<file path="config.mk">
export PLATFORM = sky130hd
export DESIGN_NAME = board_port_arbiter
export DESIGN_NICKNAME = d
export VERILOG_FILES = /design/src/rtl/board_port_arbiter.sv
export SDC_FILE = /design/constraint.sdc
export NUM_CORES = 1
export LEC_CHECK = 0
export BUFFER_PORTS_ARGS = -buffer_cell sky130_fd_sc_hd__buf_2
export CAP_MARGIN = 20
export CORE_ASPECT_RATIO = 0.6
export CORE_MARGIN = 2
export CORE_UTILIZATION = 51
export DETAILED_ROUTE_END_ITERATION = 10
export PLACE_DENSITY = 0.74
export SYNTH_ARGS = -nofsm -noshare
export SYNTH_HDL_FRONTEND = slang
export SYNTH_SLANG_ARGS = --single-unit
</file>
<file path="constraint.sdc">
create_clock -name clk -period 3.5 [get_ports clk]
set_input_delay 0.35 -clock clk [delete_from_list [all_inputs] [get_ports clk]]
set_output_delay 0.35 -clock clk [all_outputs]
set_load 0.02 [all_outputs]
</file>
<file path="src/rtl/board_port_arbiter.sv">
// Port-1 arbiter for one board_mem: shares the control-side port between the
// board clear engine, main FSM cell accesses and a background ship-cell scanner.
module board_port_arbiter #(
    parameter int X_ADDR_WIDTH = 4,
    parameter int Y_ADDR_WIDTH = 4,
    parameter int X_SIZE       = 12,
    parameter int Y_SIZE       = 12,
    parameter int DATA_WIDTH   = 2,
    parameter logic [DATA_WIDTH-1:0] SHIP_CODE = 2'b01,
    parameter int MEM_RD_LAT   = 1,
    localparam int AW = X_ADDR_WIDTH + Y_ADDR_WIDTH,
    localparam int DW = DATA_WIDTH
) (
    input  logic          clk,
    input  logic          rst,
    input  logic          clear_start,
    output logic          clear_busy,
    output logic          clear_done,
    input  logic          scan_en,
    input  logic          fsm_req,
    input  logic          fsm_w_nr,
    input  logic [AW-1:0] fsm_addr,
    input  logic [DW-1:0] fsm_wdata,
    output logic          fsm_gnt,
    output logic [DW-1:0] fsm_rdata,
    output logic          fsm_rvalid,
    output logic [AW-1:0] mem_addr,
    output logic          mem_w_nr,
    output logic [DW-1:0] mem_wdata,
    input  logic [DW-1:0] mem_rdata,
    output logic [7:0]    ship_cnt,
    output logic          ship_cnt_vld
);

    localparam logic [X_ADDR_WIDTH-1:0] X_LAST = X_ADDR_WIDTH'(X_SIZE - 1);
    localparam logic [Y_ADDR_WIDTH-1:0] Y_LAST = Y_ADDR_WIDTH'(Y_SIZE - 1);

    typedef enum logic {
        IDLE,
        CLEAR
    } state_t;

    state_t state;

    logic [X_ADDR_WIDTH-1:0] clr_x;
    logic [Y_ADDR_WIDTH-1:0] clr_y;
    logic [X_ADDR_WIDTH-1:0] scan_x;
    logic [Y_ADDR_WIDTH-1:0] scan_y;
    logic [7:0]              acc;

    // One bit per cycle of read latency; stage MEM_RD_LAT lines up with mem_rdata.
    logic [MEM_RD_LAT:0] fsm_tag;
    logic [MEM_RD_LAT:0] scan_tag;
    logic [MEM_RD_LAT:0] last_tag;

    logic       clr_last;
    logic       scan_last;
    logic       scan_issue;
    logic       scan_hit;
    logic [7:0] acc_next;

    assign fsm_gnt    = fsm_req & ~clear_busy;
    assign scan_issue = (state == IDLE) & scan_en & ~fsm_gnt;
    assign clr_last   = (clr_x == X_LAST) && (clr_y == Y_LAST);
    assign scan_last  = (scan_x == X_LAST) && (scan_y == Y_LAST);
    assign scan_hit   = scan_tag[MEM_RD_LAT] && (mem_rdata == SHIP_CODE);
    assign acc_next   = acc + {7'd0, scan_hit};
    assign fsm_rvalid = fsm_tag[MEM_RD_LAT];
    assign fsm_rdata  = fsm_rvalid ? mem_rdata : '0;

    always_ff @(posedge clk) begin
        if (rst) begin
            state        <= IDLE;
            clear_busy   <= 1'b0;
            clear_done   <= 1'b0;
            mem_addr     <= '0;
            mem_w_nr     <= 1'b0;
            mem_wdata    <= '0;
            ship_cnt     <= '0;
            ship_cnt_vld <= 1'b0;
            clr_x        <= '0;
            clr_y        <= '0;
            scan_x       <= '0;
            scan_y       <= '0;
            acc          <= '0;
            fsm_tag      <= '0;
            scan_tag     <= '0;
            last_tag     <= '0;
        end else begin
            clear_done   <= 1'b0;
            ship_cnt_vld <= 1'b0;
            mem_w_nr     <= 1'b0;

            fsm_tag[0]  <= fsm_gnt & ~fsm_w_nr;
            scan_tag[0] <= scan_issue;
            last_tag[0] <= scan_issue & scan_last;
            for (int i = 1; i <= MEM_RD_LAT; i++) begin
                fsm_tag[i]  <= fsm_tag[i-1];
                scan_tag[i] <= scan_tag[i-1];
                last_tag[i] <= last_tag[i-1];
            end

            case (state)
                IDLE: begin
                    if (fsm_gnt) begin
                        mem_addr  <= fsm_addr;
                        mem_w_nr  <= fsm_w_nr;
                        mem_wdata <= fsm_wdata;
                    end else if (scan_issue) begin
                        mem_addr <= {scan_y, scan_x};
                        if (scan_x == X_LAST) begin
                            scan_x <= '0;
                            scan_y <= (scan_y == Y_LAST) ? '0 : scan_y + 1'b1;
                        end else begin
                            scan_x <= scan_x + 1'b1;
                        end
                    end

                    if (scan_tag[MEM_RD_LAT]) begin
                        if (last_tag[MEM_RD_LAT]) begin
                            ship_cnt     <= acc_next;
                            ship_cnt_vld <= 1'b1;
                            acc          <= '0;
                        end else begin
                            acc <= acc_next;
                        end
                    end

                    // Scan reads still in flight are stale once the board is wiped.
                    if (clear_start) begin
                        state      <= CLEAR;
                        clear_busy <= 1'b1;
                        clr_x      <= '0;
                        clr_y      <= '0;
                        scan_tag   <= '0;
                        last_tag   <= '0;
                    end
                end

                CLEAR: begin
                    mem_addr  <= {clr_y, clr_x};
                    mem_w_nr  <= 1'b1;
                    mem_wdata <= '0;
                    if (clr_x == X_LAST) begin
                        clr_x <= '0;
                        clr_y <= clr_y + 1'b1;
                    end else begin
                        clr_x <= clr_x + 1'b1;
                    end
                    if (clr_last) begin
                        state      <= IDLE;
                        clear_busy <= 1'b0;
                        clear_done <= 1'b1;
                        clr_x      <= '0;
                        clr_y      <= '0;
                        scan_x     <= '0;
                        scan_y     <= '0;
                        acc        <= '0;
                    end
                end

                default: begin
                    state      <= IDLE;
                    clear_busy <= 1'b0;
                end
            endcase
        end
    end

endmodule

</file>
# --- Yosys cells after proc, flatten, opt, wreduce, memory -nomap -nowiden ---
# Index checks and enable logic that the tools add are counted.
# W data, S select, Z words.
totals:
  elab_cells: 97
  ff_bits: 53
  out_inout_bits: 26
op_classes:
  add_sub_neg: 5
  n_bitwise: 10
  n_reduce_logical: 11
  mux: 41
  eq_ne: 14
op_table:
  columns: ["operator", "count"]
  rows:
  - ["$mux W4", 13]
  - ["$mux W8", 5]
  - ["$pmux W4 S2", 4]
  - ["$pmux W8 S2", 2]
  - ["$add A4 B1 Y4 const B", 4]
  - ["$eq A4 B4 Y1 const B", 4]
  - ["$mux W2", 6]
  - ["$ne A2 B2 Y1 const B", 5]
  - ["$add A8 B1 Y8", 1]
  - ["$mux W1", 7]
  - ["$pmux W1 S2", 3]
  - ["$reduce_and A2 Y1", 3]
  - ["$reduce_and A3 Y1", 2]
  - ["$and A1 B1 Y1", 5]
  - ["$not A1 Y1", 5]
  - ["$ne A2 B1 Y1 const B", 2]
  - ["$pmux W2 S2", 1]
  - ["$reduce_and A4 Y1", 1]
  - ["$logic_and A1 B1 Y1", 3]
  - ["$ne A3 B1 Y1 const B", 1]
  - ["$ne A3 B3 Y1 const B", 1]
  - ["$reduce_or A3 Y1", 1]
  - ["$eq A2 B1 Y1 const B", 1]
  - ["$reduce_or A2 Y1", 1]

# --- Longest topological paths before layout ---
logic_depth:
  word_depth: 7
  depth_mapped: 8
  mapped_depth_nobuf: 8

# --- Worst setup path after synthesis ---
# Ideal clock, no wire load.
synth_timing:
  path_type: "reg-to-reg"
  from: "register clr_x[0]"
  to: "register scan_y[1]"
  required_time_ns: 3.430
  arrival_ns: 1.613
  setup_time_ns: 0.070
  slack_ns: 1.817
  synth_period_minus_slack_ns: 1.683
  path_stages_with_launch: 7
  path_cell_list: "dfxtp_1 > ha_1 > and4b_1 > buf_6 > a32oi_2 > or4b_1 > a21oi_1"
synth_between:
  elab_chain_len: 4
synth_rtl:
  columns: ["item", "line", "source"]
  rows:
  - ["from (decl)", "45", "logic [X_ADDR_WIDTH-1:0] clr_x;"]
  - ["from (signal assigned)", "148", "clr_x <= clr_x + 1'b1;"]
  - ["$eq A4 B4 Y1", "64", "assign clr_last = (clr_x == X_LAST) && (clr_y == Y_LAST);"]
  - ["$logic_and A1 B1 Y1", "64", null]
  - ["$ne A2 B1 Y1 (no source line)", null, null]
  - ["$reduce_and A4 Y1 (no source line)", null, null]
  - ["to (signal assigned)", "113", "scan_y <= (scan_y == Y_LAST) ? '0 : scan_y + 1'b1;"]
  - ["to (decl)", "48", "logic [Y_ADDR_WIDTH-1:0] scan_y;"]
# Every way passes these cells.
# A chain may end at the register's enable or synchronous reset.

# --- Final worst setup path ---
# Same ends and word-level chain as after synthesis.

==> summary.txt <==
leading area contributor after synthesis -> sky130_fd_sc_hd__dfxtp_1
min-delay src -> fsm_w_nr
effective utilization at floorplan -> 0.5326
PnR Total Power -> 1.179 mW
Die Area -> 5379 um2
post-detail-place hpwl -> 3933 um
Post-DP Area -> 2661 um2
GRT Residual Overflow -> 0
setup-violating endpoint count in the final report -> 0
Crit. End Element -> flip-flop
# nets final -> 347
largest net degree at the start of global routing -> 49
final period utilization -> 0.5966
largest voltage drop on the vdd net -> 0.2748 mV
Avg Vias per Cell -> 5.558
clock tree from TritonCTS -> done
register area -> 1061 um2
fill cell instance count of the final layout -> 415
number of buffers added on ports -> 43
worst endpoint required time -> 3730 ps
actual transition at the worst max-transition pin -> 872.3 ps
clock latency on the worst-skew pair -> 300 ps
cell leakage power -> 1.078 nW
antenna violations before repair -> 0
Detailed Routing Iterations Pass 1 -> 4
initial DRC count -> 178
area of the placeable core -> 4588 um2
number of clock sinks seen by CTS -> 53
worst r2r src -> clr_x[0]$_SDFFE_PP0P_
worst-case reg-to-reg path depth -> 5
share of final-layout standard cells stronger than drive strength 1 -> 0.1821
number of antenna diodes -> 0
number of top-level design ports -> 44
Routed Wire Length -> 5417 um
worst hold margin -> 272.6 ps
number of enable-type register cells in the synthesized netlist -> 0
Relative slew margins -> 0.4185
Hold Fails Final Rpt -> 0
TritonCTS buffer count -> 5
fraction of registers with async set/reset -> 0
cell count after placement -> 379
post-route non-filler standard cell count -> 387
number of vias after detailed routing -> 2,151
number of pins with negative max-slew slack in the final report -> 0
Post-Route Utilization -> 0.6062
number of different library cells in the post-synthesis netlist -> 50
number of antenna-violating nets in the routed design -> 0
via count of the first global-routing pass -> 1,849
cell row count -> 19
yosys warns -> 0
unrepaired setup endpoints after global routing -> false
floorplan die width -> 93.36 um
Gate Count Post-Synth -> 289
sequential area share after synthesis -> 0.4342
post-synthesis cell area -> 2444 um2
RePlAce Congestion -> 0.8459
status -> completed
chip height -> 57.62 um
element type at the critical path start -> flip-flop
area grow syn2layout -> 13.82%
area share of the largest cell type after synthesis -> 0.4342
multi-input logic area -> 1254 um2
WP data arrival -> 2320 ps
Layout Skew -> 8.499 ps
category of the critical setup timing path -> reg -> reg
global-route wire length before repair -> 8990 um
placement-stage worst setup slack -> 1481 ps
routed length per placed instance -> 14.00 um
post-synthesis register bit count -> 53
syn avg cell area -> 8.455 um2
clock root cell -> sky130_fd_sc_hd__clkbuf_8
total track usage -> 0.2097
power per cell area -> 423.8 nW/um2
setup tns final -> 0 ps
Main synth FF type -> sky130_fd_sc_hd__dfxtp_1
Post-route DRC -> 0
Final Cell Area -> 2781 um2
shortest period the worst path allows -> 2088 ps
buffers inserted by post-CTS timing repair -> 0
hold buffers post-CTS -> 0
Synth Net Count -> 313
maximum fanout count along the critical path -> 12
worst hold-check path type -> in -> reg
final worst slack -> 1412 ps
cells taking the most area after synthesis -> sky130_fd_sc_hd__dfxtp_1 43%, sky130_fd_sc_hd__nor2_1 5.8%, sky130_fd_sc_hd__a21oi_1 5.1%
Cells on Worst Hold Path -> 2
Clock Tree Buf Depth -> 2
Clock transition at path regs -> 100 ps
fmax -> 478.9 MHz
# Max-Cap Violations -> 0
Critical path origin -> clr_x[0]$_SDFFE_PP0P_
Post-CTS Resized -> 0
# H-tree levels -> 2
==> synthesized netlist by cell type, drive strengths merged (6+ instances only) <==
cell,count
o21ai,12
nand3,10
dfxtp,53
a211oi,9
inv,12
nand2,22
ha,6
a21oi,25
nor3,12
buf,9
clkbuf,8
nor2,38
==> worst max-delay path, cell delays in order, from the launching register on <==
cell	delay [ps]
sky130_fd_sc_hd__dfxtp_1	430
sky130_fd_sc_hd__ha_1	260
sky130_fd_sc_hd__and4b_1	390
sky130_fd_sc_hd__a32oi_2	210
sky130_fd_sc_hd__or4b_1	570
sky130_fd_sc_hd__a21oi_1	150
==> where the power goes <==
part	switching, mW	internal (mW)
logic	0.0768	0.0409
clock network	0.202	0.233
registers	0.00932	0.618
==> layer usage <==
| layer | GRT usage | wire length [um] |
|---|---|---|
| met1 | 0.3469 | 2919 |
| met2 | 0.2806 | 1985 |
| met3 | 0.04421 | 493 |
| met4 | 0.03151 | 18 |
| met5 | 0 | 0 |
==> final cells by class <==
| cell class | count | share of cell area |
|---|---|---|
| Clock inverter | 2 | 0.01350 |
| Tap cell | 63 | 0.02834 |
| Inverter | 12 | 0.01619 |
| Sequential cell | 53 | 0.3815 |
| Clock buffer | 6 | 0.02969 |
| Timing Repair Buffer | 44 | 0.08007 |
| Multi-Input combinational cell | 207 | 0.4507 |
==> cells by family (layout without fill, tap and decap cells) <==
logic type | count (synthesis) | after routing | share of synthesized area
XOR/XNOR | 6 | 6 | 0.02151
AO/OA/AOI/OAI | 71 | 71 | 0.1920
AND/OR/NAND/NOR | 118 | 118 | 0.2437
flip-flops | 53 | 53 | 0.4342
multiplexers | 6 | 6 | 0.02509
adder cells (fa/ha/maj) | 6 | 6 | 0.03072
buffers and inverters | 29 | 64 | 0.05274
==> state kept, by name, summed over array words and instances, names as in the netlist, 2 cells and up <==
register,flops
last_tag,2
clr_y,4
mem_addr,8
fsm_tag,2
scan_y,4
mem_wdata,2
acc,8
clr_x,4
scan_tag,2
ship_cnt,8
scan_x,4
==> placed cells by master, fill, tap and decap left out, types with 5 or more instances in the layout <==
cell                       netlist  layout
sky130_fd_sc_hd__nand2b_1        5       5
sky130_fd_sc_hd__a21oi_1        25      25
sky130_fd_sc_hd__clkbuf_8        0       6
sky130_fd_sc_hd__ha_1            6       6
sky130_fd_sc_hd__inv_1          11      11
sky130_fd_sc_hd__and2_1          5       5
sky130_fd_sc_hd__mux2i_1         5       5
sky130_fd_sc_hd__dfxtp_1        53      53
sky130_fd_sc_hd__nor3_1         11      11
sky130_fd_sc_hd__or3_1           5       5
sky130_fd_sc_hd__a211oi_1        9       9
sky130_fd_sc_hd__nor2_1         38      38
sky130_fd_sc_hd__o21ai_0        12      12
sky130_fd_sc_hd__nand2_1        22      22
sky130_fd_sc_hd__nor2b_1         5       5
sky130_fd_sc_hd__buf_2           4      43
sky130_fd_sc_hd__nand3_1        10      10
==> final timing paths <==
check	endpoint	slack (ps)
worst max-delay path	scan_y[1]$_SDFFE_PP0P_	1410
worst min-delay path	fsm_tag[0]$_SDFF_PP0_	270
worst max register to register	scan_y[1]$_SDFFE_PP0P_	1410
worst min register to register	last_tag[1]$_SDFF_PP0_	430
Note: power is estimated with default switching activity, not from simulation.
